[config.mk]
export PLATFORM = sky130hd
export DESIGN_NAME = fifo_serial_tx_flat
export DESIGN_NICKNAME = d
export VERILOG_FILES = /design/src/rtl/fifo_serial_tx_pkg.sv /design/src/rtl/fifo_serial_tx_if.sv /design/src/rtl/fifo_serial_tx_bit_timer.sv /design/src/rtl/fifo_serial_tx.sv /design/src/flat_wrapper.sv
export SDC_FILE = /design/constraint.sdc
export NUM_CORES = 1
export LEC_CHECK = 0
export BUFFER_PORTS_ARGS = -buffer_cell sky130_fd_sc_hd__buf_2
export CAP_MARGIN = 10
export CORE_MARGIN = 3
export CORE_UTILIZATION = 60
export CTS_BUF_LIST = sky130_fd_sc_hd__clkbuf_8
export CTS_CLUSTER_DIAMETER = 50
export DETAILED_ROUTE_END_ITERATION = 7
export MAX_ROUTING_LAYER = met4
export PLACE_DENSITY = 0.81
export SLEW_MARGIN = 25
export SYNTH_ARGS = -nofsm -noshare
export SYNTH_HDL_FRONTEND = slang
export SYNTH_SLANG_ARGS = --single-unit
[constraint.sdc]
create_clock -name clk -period 2.3 [get_ports clk]
set_input_delay 0.46 -clock clk [delete_from_list [all_inputs] [get_ports clk]]
set_output_delay 0.46 -clock clk [all_outputs]
set_load 0.02 [all_outputs]
[src/rtl/fifo_serial_tx_pkg.sv]
// ---------------------------------------------------------------------------
// fifo_tx_pkg
// Shared definitions for the FIFO-draining serial transmitter:
//   - default word width, bit period, stop-bit count and parity enable
//   - one-hot state encoding used by the transmitter FSM
// No ports (package).
// ---------------------------------------------------------------------------
package fifo_tx_pkg;

  localparam int DEF_DATA_WIDTH   = 8;
  localparam int DEF_CLKS_PER_BIT = 16;
  localparam int DEF_STOP_BITS    = 1;
  localparam int DEF_PARITY_EN    = 0;

  // One-hot: each state is a single flop, so decoding any one state
  // (e.g. the pop strobe) is a plain register bit.
  typedef enum logic [6:0] {
    ST_IDLE   = 7'b000_0001,
    ST_POP    = 7'b000_0010,
    ST_LATCH  = 7'b000_0100,
    ST_START  = 7'b000_1000,
    ST_DATA   = 7'b001_0000,
    ST_PARITY = 7'b010_0000,
    ST_STOP   = 7'b100_0000
  } state_e;

endpackage

[src/rtl/fifo_serial_tx_if.sv]
// ---------------------------------------------------------------------------
// fifo_serial_tx_if
// Read-side handshake between a synchronous FIFO and its consumer.
//   fifo_pop   : pop request, driven by the consumer (master)
//   fifo_empty : FIFO empty flag, driven by the FIFO (slave)
//   fifo_data  : FIFO read data, valid the cycle after a pop is sampled
// ---------------------------------------------------------------------------
interface fifo_serial_tx_if
  import fifo_tx_pkg::*;
#(
  parameter int DATA_WIDTH = DEF_DATA_WIDTH
) ();

  logic                  fifo_pop;
  logic                  fifo_empty;
  logic [DATA_WIDTH-1:0] fifo_data;

  modport master (output fifo_pop, input fifo_empty, input fifo_data);
  modport slave  (input fifo_pop, output fifo_empty, output fifo_data);

endinterface

[src/rtl/fifo_serial_tx_bit_timer.sv]
// ---------------------------------------------------------------------------
// fifo_tx_bit_timer
// Counts clk cycles within one serial bit period and strobes bit_end in the
// final cycle of that period. The counter is held at zero while run is low
// and restarts from zero after every bit_end.
// Ports:
//   clk, rst_n : clock, asynchronous active-high reset
//   run        : count while high, clear while low
//   stop_len   : 1 -> period is STOP_BITS*CLKS_PER_BIT, 0 -> CLKS_PER_BIT
//   bit_end    : high in the last cycle of the current period
// ---------------------------------------------------------------------------
module fifo_tx_bit_timer
  import fifo_tx_pkg::*;
#(
  parameter int CLKS_PER_BIT = DEF_CLKS_PER_BIT,
  parameter int STOP_BITS    = DEF_STOP_BITS
) (
  input  logic clk,
  input  logic rst_n,
  input  logic run,
  input  logic stop_len,
  output logic bit_end
);

  // Sized for the longest period (two stop bits).
  localparam int CW = $clog2(2 * CLKS_PER_BIT);
  localparam logic [CW-1:0] LAST_BIT  = CW'(CLKS_PER_BIT - 1);
  localparam logic [CW-1:0] LAST_STOP = CW'(STOP_BITS * CLKS_PER_BIT - 1);

  logic [CW-1:0] cnt_q, cnt_d;

  always_comb begin
    bit_end = run && (cnt_q == (stop_len ? LAST_STOP : LAST_BIT));
    cnt_d   = cnt_q;
    if (!run || bit_end) begin
      cnt_d = '0;
    end else begin
      cnt_d = cnt_q + 1'b1;
    end
  end

  always_ff @(posedge clk or posedge rst_n) begin
    if (rst_n) begin
      cnt_q <= '0;
    end else begin
      cnt_q <= cnt_d;
    end
  end

endmodule

[src/rtl/fifo_serial_tx.sv]
// ---------------------------------------------------------------------------
// fifo_serial_tx
// Drains a synchronous FIFO one word at a time and sends each word on a
// UART-style line: start bit, data LSB-first, optional even parity, stop
// bit(s). Back-to-back frames are separated only by the POP and LATCH cycles.
// Ports:
//   clk, rst_n : clock, asynchronous active-high reset (despite the name)
//   enable     : permits new frames; only looked at in IDLE and at stop end
//   fifo       : master side of the FIFO read handshake (pop/empty/data)
//   tx         : serial line, idle high (registered)
//   busy       : high whenever the FSM is not in IDLE (registered)
//   frame_done : one-cycle pulse in the final stop-bit cycle
// ---------------------------------------------------------------------------
module fifo_serial_tx
  import fifo_tx_pkg::*;
#(
  parameter int DATA_WIDTH   = DEF_DATA_WIDTH,
  parameter int CLKS_PER_BIT = DEF_CLKS_PER_BIT,
  parameter int STOP_BITS    = DEF_STOP_BITS,
  parameter int PARITY_EN    = DEF_PARITY_EN
) (
  input  logic                    clk,
  input  logic                    rst_n,
  input  logic                    enable,
  fifo_serial_tx_if.master        fifo,
  output logic                    tx,
  output logic                    busy,
  output logic                    frame_done
);

  localparam int BW = (DATA_WIDTH > 1) ? $clog2(DATA_WIDTH) : 1;
  localparam logic [BW-1:0] LAST_IDX = BW'(DATA_WIDTH - 1);

  state_e                state_q, state_d;
  logic [DATA_WIDTH-1:0] shift_q, shift_d;
  logic                  parity_q, parity_d;
  logic [BW-1:0]         bit_cnt_q, bit_cnt_d;
  logic                  tx_q, tx_d;
  logic                  fifo_pop_q, fifo_pop_d;
  logic                  busy_q, busy_d;

  logic bit_end;
  logic timer_run;
  logic start_ok;

  assign timer_run = (state_q == ST_START) || (state_q == ST_DATA) ||
                     (state_q == ST_PARITY) || (state_q == ST_STOP);
  assign start_ok  = enable && !fifo.fifo_empty;

  fifo_tx_bit_timer #(
    .CLKS_PER_BIT (CLKS_PER_BIT),
    .STOP_BITS    (STOP_BITS)
  ) u_bit_timer (
    .clk      (clk),
    .rst_n    (rst_n),
    .run      (timer_run),
    .stop_len (state_q == ST_STOP),
    .bit_end  (bit_end)
  );

  always_comb begin
    state_d   = state_q;
    shift_d   = shift_q;
    parity_d  = parity_q;
    bit_cnt_d = bit_cnt_q;

    unique case (state_q)
      ST_IDLE: begin
        if (start_ok) state_d = ST_POP;
      end
      ST_POP: begin
        state_d = ST_LATCH;
      end
      ST_LATCH: begin
        // FIFO read data is registered: it is valid now, one cycle after pop.
        shift_d  = fifo.fifo_data;
        parity_d = ^fifo.fifo_data;
        state_d  = ST_START;
      end
      ST_START: begin
        if (bit_end) begin
          bit_cnt_d = '0;
          state_d   = ST_DATA;
        end
      end
      ST_DATA: begin
        if (bit_end) begin
          shift_d = shift_q >> 1;
          if (bit_cnt_q == LAST_IDX) begin
            bit_cnt_d = '0;
            state_d   = (PARITY_EN != 0) ? ST_PARITY : ST_STOP;
          end else begin
            bit_cnt_d = bit_cnt_q + 1'b1;
          end
        end
      end
      ST_PARITY: begin
        if (bit_end) state_d = ST_STOP;
      end
      ST_STOP: begin
        // Chain straight into the next pop to keep the inter-frame gap at 2.
        if (bit_end) state_d = start_ok ? ST_POP : ST_IDLE;
      end
      default: begin
        state_d = ST_IDLE;
      end
    endcase

    // Outputs are decoded from the next state and registered, so each
    // output flop shows the value belonging to the state it will be in.
    fifo_pop_d = (state_d == ST_POP);
    busy_d     = (state_d != ST_IDLE);
    unique case (state_d)
      ST_START:  tx_d = 1'b0;
      ST_DATA:   tx_d = shift_d[0];
      ST_PARITY: tx_d = parity_d;
      default:   tx_d = 1'b1;
    endcase
  end

  always_ff @(posedge clk or posedge rst_n) begin
    if (rst_n) begin
      state_q    <= ST_IDLE;
      shift_q    <= '0;
      parity_q   <= 1'b0;
      bit_cnt_q  <= '0;
      tx_q       <= 1'b1;
      fifo_pop_q <= 1'b0;
      busy_q     <= 1'b0;
    end else begin
      state_q    <= state_d;
      shift_q    <= shift_d;
      parity_q   <= parity_d;
      bit_cnt_q  <= bit_cnt_d;
      tx_q       <= tx_d;
      fifo_pop_q <= fifo_pop_d;
      busy_q     <= busy_d;
    end
  end

  assign fifo.fifo_pop = fifo_pop_q;
  assign tx            = tx_q;
  assign busy          = busy_q;
  assign frame_done    = (state_q == ST_STOP) && bit_end;

endmodule

[src/flat_wrapper.sv]
// flat-port wrapper written by rule: the top's interface ports become plain ports
module fifo_serial_tx_flat import fifo_tx_pkg::*;
#(
  parameter int DATA_WIDTH   = DEF_DATA_WIDTH,
  parameter int CLKS_PER_BIT = DEF_CLKS_PER_BIT,
  parameter int STOP_BITS    = DEF_STOP_BITS,
  parameter int PARITY_EN    = DEF_PARITY_EN
)
  (clk, rst_n, enable, tx, busy, frame_done, fifo_fifo_pop, fifo_fifo_empty, fifo_fifo_data);
  fifo_serial_tx_if #(.DATA_WIDTH(DATA_WIDTH)) fifo_i ();
  input  logic clk;
  input  logic rst_n;
  input  logic enable;
  output logic tx;
  output logic busy;
  output logic frame_done;
  output wire logic [$bits(fifo_i.fifo_pop)-1:0] fifo_fifo_pop;
  input wire logic [$bits(fifo_i.fifo_empty)-1:0] fifo_fifo_empty;
  input wire logic [$bits(fifo_i.fifo_data)-1:0] fifo_fifo_data;
  assign fifo_fifo_pop = fifo_i.fifo_pop;
  assign fifo_i.fifo_empty = fifo_fifo_empty;
  assign fifo_i.fifo_data = fifo_fifo_data;
  fifo_serial_tx #(.DATA_WIDTH(DATA_WIDTH), .CLKS_PER_BIT(CLKS_PER_BIT), .STOP_BITS(STOP_BITS), .PARITY_EN(PARITY_EN)) u_core (.clk(clk), .rst_n(rst_n), .enable(enable), .fifo(fifo_i), .tx(tx), .busy(busy), .frame_done(frame_done));
endmodule
Word-level counts from Yosys, hierarchy flattened
Cells that the tools add are included.
- add/subtract/negate cells: 2
- mux-type cells: 17
- reduce and logical (&&, ||, !) cells: 14
- equality and inequality tests: 16
- operators by type and width (kind ; count):
    $pmux 7 s7 ; 1
    $mux 7 ; 6
    $pmux 8 s2 ; 1
    $eq 7x2->1 const B ; 2
    $eq 7x4->1 const B ; 2
    $eq 7x5->1 const B ; 2
    $eq 7x6->1 const B ; 2
    $mux 3 ; 3
    $mux 8 ; 1
    $reduce_xor 8->1 ; 1
    $eq 7x1->1 const B ; 1
    $eq 7x3->1 const B ; 1
    $eq 7x7->1 const B ; 1
    $ne 7x1->1 const B ; 1
    $pmux 3 s2 ; 1
    $add 5x1->5 const B ; 1
    $eq 5x4->1 const B ; 1
    $mux 5 ; 1
    $logic_or 1x1->1 ; 4
    $ne 2x1->1 const B ; 2
    $reduce_bool 2->1 ; 2
    $add 3x1->3 const B ; 1
    $eq 3x3->1 const B ; 1
    $logic_and 1x1->1 ; 3
    6 further kinds ; 7
- word-level logic and storage cells: 58
- bits of input ports: 12
- register bits after elaboration: 27

Depth between registers and ports, before layout
- depth after elaboration: 9
- mapped depth: 9
- mapped depth without buffers: 9

By module
A second synthesis with hierarchy kept.
- cells, all modules: 156
- area total of the unflattened synthesis: 1473.9 µm²
- by module, submodules not included (module ; seq. area each (µm²) ; area an instance (µm²) ; instances ; cells an instance):
    fifo_serial_tx ; 553.0 ; 1236.2 ; 1 ; 134
    fifo_tx_bit_timer ; 125.1 ; 237.7 ; 1 ; 22

Worst setup path after synthesis
Ideal clock, no wire load.
- path type: flip-flop to flip-flop
- start: register u_core.u_bit_timer.cnt_q[0]
- end: register u_core.tx_q (netlist: u_core.tx)
- stages on the path, launching flop included: 10
- clock period less this slack: 1956 ps
- buffers on the path: 1
- slack: 344 ps
- data arrival time: 1879 ps
- path through: dfrtp_1 ha_1 and3_1 ha_1 and4_1 buf_4 and2_1 a221oi_4 a21oi_1 a21o_1
- cells in the longest elaborated chain, start to end: 6
- elaborated cells on any way between the ends: 13
- those cells by class: eq/ne: 4; mux: 8; reduce/logical: 1
- RTL lines (item ; RTL line ; source):
    start: declaration ; fifo_serial_tx_bit_timer.sv:30 ; logic [CW-1:0] cnt_q, cnt_d;
    start signal: assignment ; fifo_serial_tx_bit_timer.sv:46 ; cnt_q <= cnt_d;
    $eq 5x4->1 * ; fifo_serial_tx_bit_timer.sv:33 ; bit_end = run && (cnt_q == (stop_len ? LAST_STOP : LAST_BIT));
    $logic_and 1x1->1 * ; fifo_serial_tx_bit_timer.sv:33 ;
    $mux 7 (on tied branches) ; -- ;
    $pmux 7 s7 ; fifo_serial_tx.sv:67 ; unique case (state_q)
    $eq 7x6->1 (tied with other cells) ; fifo_serial_tx.sv:113 ; unique case (state_d)
    $pmux 1 s3 * ; fifo_serial_tx.sv:113 ;
    named net u_core.tx_d ; fifo_serial_tx.sv:38 ; logic tx_q, tx_d;
    end signal: assignment ; fifo_serial_tx.sv:135 ; tx_q <= tx_d;
    end: declaration ; fifo_serial_tx.sv:38 ;
Mark *: on every way through the listed nets, which the timed path passes. The rest lies on a longest branch. The select of a mux whose other input is x is not followed.
A chain may end at the register's enable or synchronous reset.

Worst setup path after layout
- start: register u_core.u_bit_timer.cnt_q[0]
- end: output port frame_done
- cells in the longest elaborated chain, start to end: 3
- RTL lines (item ; RTL line ; source):
    $eq 5x4->1 ; fifo_serial_tx_bit_timer.sv:33 ;
    $logic_and 1x1->1 ; fifo_serial_tx_bit_timer.sv:33 ;
    $logic_and 1x1->1 ; fifo_serial_tx.sv:144 ; assign frame_done = (state_q == ST_STOP) && bit_end;
    end: declaration ; flat_wrapper.sv:16 ; output logic frame_done;
No other way between the ends.

==> out/results.tsv <==
metric	value	unit
reg2reg end	u_core.tx$_DFF_PP1_	
#FFs+latches synth	27	
top post-synthesis cells by area	dfrtp_1 (42%), nor2_1 (4.8%), xnor2_1 (4.7%)	
Tightest Hold Check Type	primary input to asynchronous set/reset pin	
wire per inst	15.07	um
setup tns final	0	ns
Yosys top cell area share	41.74	%
CP startpoint kind	flop	
Adder-Cell Fraction of Synth Area	3.339	%
DRC	0	
row cnt	17	
hpwl dp	2204	um
Yosys warnings	0	
maximum clock frequency	449.1	MHz
# nets final	187	
XOR/XNOR Fraction of Synth Area	6.427	%
Slew @ Worst Pin	0.5567	ns
via/cell ratio	5.889	
LEAKAGE	0.7762	nW
register area	678.2	um2
Compound-Gate Fraction of Synth Area	16.44	%
IO Port Bufs	15	
design area	0.001653	mm2
RSZ-0062 raised after global routing	false	
ys async rst share	100.0	%
commonest non-fill, non-tap cells in the layout	dfrtp_1 (25), nor2_1 (18), nand2_1 (17)	
number of enable flip-flop cells after synthesis	0	
Multi-input gate area	754.5	um2
cell depth of the worst flop-to-flop path	10	
Hold Vio Cnt, Final	0	
hold_ws	0.2390	ns
biggest area consumer among synthesized cells	dfrtp_1	
clk slew on worst S/H paths	0.09	ns
pre-CTS WS	0.3165	ns
Routed Antenna Nets	0	
WS Path Type	flop to output pin	
dpl cells	193	
boundary pin count	16	
Power Dens Cells	816.6	mW/mm2
CTS tree	done	
pin count of the biggest net entering global routing	28	
Clock Path Buffers	2	
Clock Latency Late Sink	0.27	ns
Rel. slew slack	62.37	%
final period utilization	96.80	%
Die Span X	55.98	um
post-synth design cell area	0.001499	mm2
main flop type after synthesis	dfrtp_1	
DR vias	1166	
Period minus WS final	2.226	ns
area grow syn2layout	10.27	%
Clock Tree Root	clkbuf_8	
R2R Setup Slk	0.30	ns
Die ar.	0.003134	mm2
initial antenna violation count	0	
Peak VDD IR	0.6670	mV
Syn Nets	167	
CP max FO	12	
Slew Viols, Final	0	
setup violators final	0	
CORE AREA	0.002297	mm2
drt initial violations	43	
mean area per synthesized cell	9.927	um2
worst r2r src	u_core.u_bit_timer.cnt_q[0]$_DFF_PP0_	
final worst slack	0.07351	ns
global-route total usage across every layer	21.56	%
first-pass GRT wire length	5299	um
fill cell count	181	
gp weighted congestion	0.9608	
worst path arrival time	1.77	ns
Netlist cell types	45	
commonest non-fill, non-tap cell in the layout	dfrtp_1	
total gr overflow	0	
Critical Path RT	1.84	ns
clk sink count	27	
status	finished clean	
worst clock skew	0.003853	ns
Area after DPL	0.001597	mm2
vias in the first global route	1183	
TritonCTS Buffers	3	
post-synthesis mux area share	0	%
Pre-antenna DRT Iters	4	
Slowest-stage cell, CP	dfrtp_1	
Die Ht	55.98	um
CP Buf/Inv Count	2	
Seq/Total Area, Yosys	45.24	%
CP top delay family	adder cells	
layout cells sized above 1	21.18	%
Detailed Route WL	2984	um
CP cell instances	ha_1 -> and3_1 -> ha_1 -> buf_4 -> and3_1 -> buf_2	
Starting Density	65.25	%
Final Non-Filler Cells	198	
CTS H-tree lvls	1	
post-synthesis simple-gate area fraction	23.96	%
CP peak stage delay	0.39	ns
endpoint class of the critical path	output pin	
cells after synthesis	151	
largest family of logic cells by synthesized area	simple AND/OR/NAND/NOR gates	
n_diodes	0	
max-cap violations	0	
how the worst max path moves through the flow:
| stage | slack [ns] | cells past startpoint | start | end |
|---|---|---|---|---|
| 2_1_floorplan | 0.34 | 9 | u_core.u_bit_timer.cnt_q[0]$_DFF_PP0_ | u_core.tx$_DFF_PP1_ |
| 3_3_place_gp | 0.39 | 6 | u_core.u_bit_timer.cnt_q[0]$_DFF_PP0_ | frame_done |
| 3_5_place_dp | 0.32 | 10 | u_core.u_bit_timer.cnt_q[0]$_DFF_PP0_ | u_core.tx$_DFF_PP1_ |
| 4_1_cts | 0.05 | 6 | u_core.u_bit_timer.cnt_q[0]$_DFF_PP0_ | frame_done |
| 5_1_grt | 0.006 | 6 | u_core.u_bit_timer.cnt_q[0]$_DFF_PP0_ | frame_done |
| 6_report | 0.07 | 6 | u_core.u_bit_timer.cnt_q[0]$_DFF_PP0_ | frame_done |
repair_timing:
item,in CTS,in global routing
setup endpoints to repair,0,1
hold buffers,0,0
gates resized for setup,0,1
buffers inserted,0,1
registers in the layout, indices dropped and copies added (netlist names):
register / cells
u_core.bit_cnt_q: 3
u_core.busy: 1
u_core.tx: 1
u_core.state_q: 7
u_core.u_bit_timer.cnt_q: 5
u_core.shift_q: 8
u_core.parity_q: 1
u_core.fifo.fifo_pop: 1
report_power, final:
group          internal [W]  leakage [nW]  switching, W
Sequential         0.000590         0.345     0.0000865
Clock              0.000121        0.0255      0.000142
Combinational      0.000185         0.405      0.000226
logic make-up after synthesis:
family	Yosys count
flops	27
simple gates	67
compound gates	31
fa+ha+maj	4
buf+inv	11
xor+xnor	11
worst min-delay path, stage by stage:
cell,delay (ns)
buf_2,0.10
inv_1,0.05
buf_4,0.31
cell type report:
cell class / instances / share of cell area [%]
clock buffer: 3 / 2.498
clock inverter: 1 / 0.3028
inverter: 5 / 1.136
multi-input combinational: 113 / 45.65
sequential: 27 / 41.03
tap: 28 / 2.120
timing repair buffer: 21 / 7.267
per-layer routing:
metal	vias to the layer above	global-route usage, %	share of wire [%]
li1	566	-	-
met1	567	26.16	43
met2	29	36.73	52
met3	4	3.248	3.9
met4	0	7.119	0.77
met5	-	-	0
Yosys cell counts (3+ instances only):
library cell,count
ha_1,4
and2_1,3
xnor2_1,8
xor2_1,3
dfrtp_1,25
nor2_1,19
nand2_1,17
a22oi_1,6
a21oi_1,7
nand2b_1,8
a22o_1,4
inv_1,5
stage by stage:
| step | util, % | total power [W] |
|---|---|---|
| 6_report | 71.95 | 0.001350 |
| 5_1_grt | 71.95 | 0.001443 |
| 4_1_cts | 71.51 | 0.001350 |
| 3_5_place_dp | 69.50 | 0.001090 |
| 3_3_place_gp | 69.50 | 0.001070 |
| 2_1_floorplan | - | 0.001002 |
(Power assumes the default switching activity.)
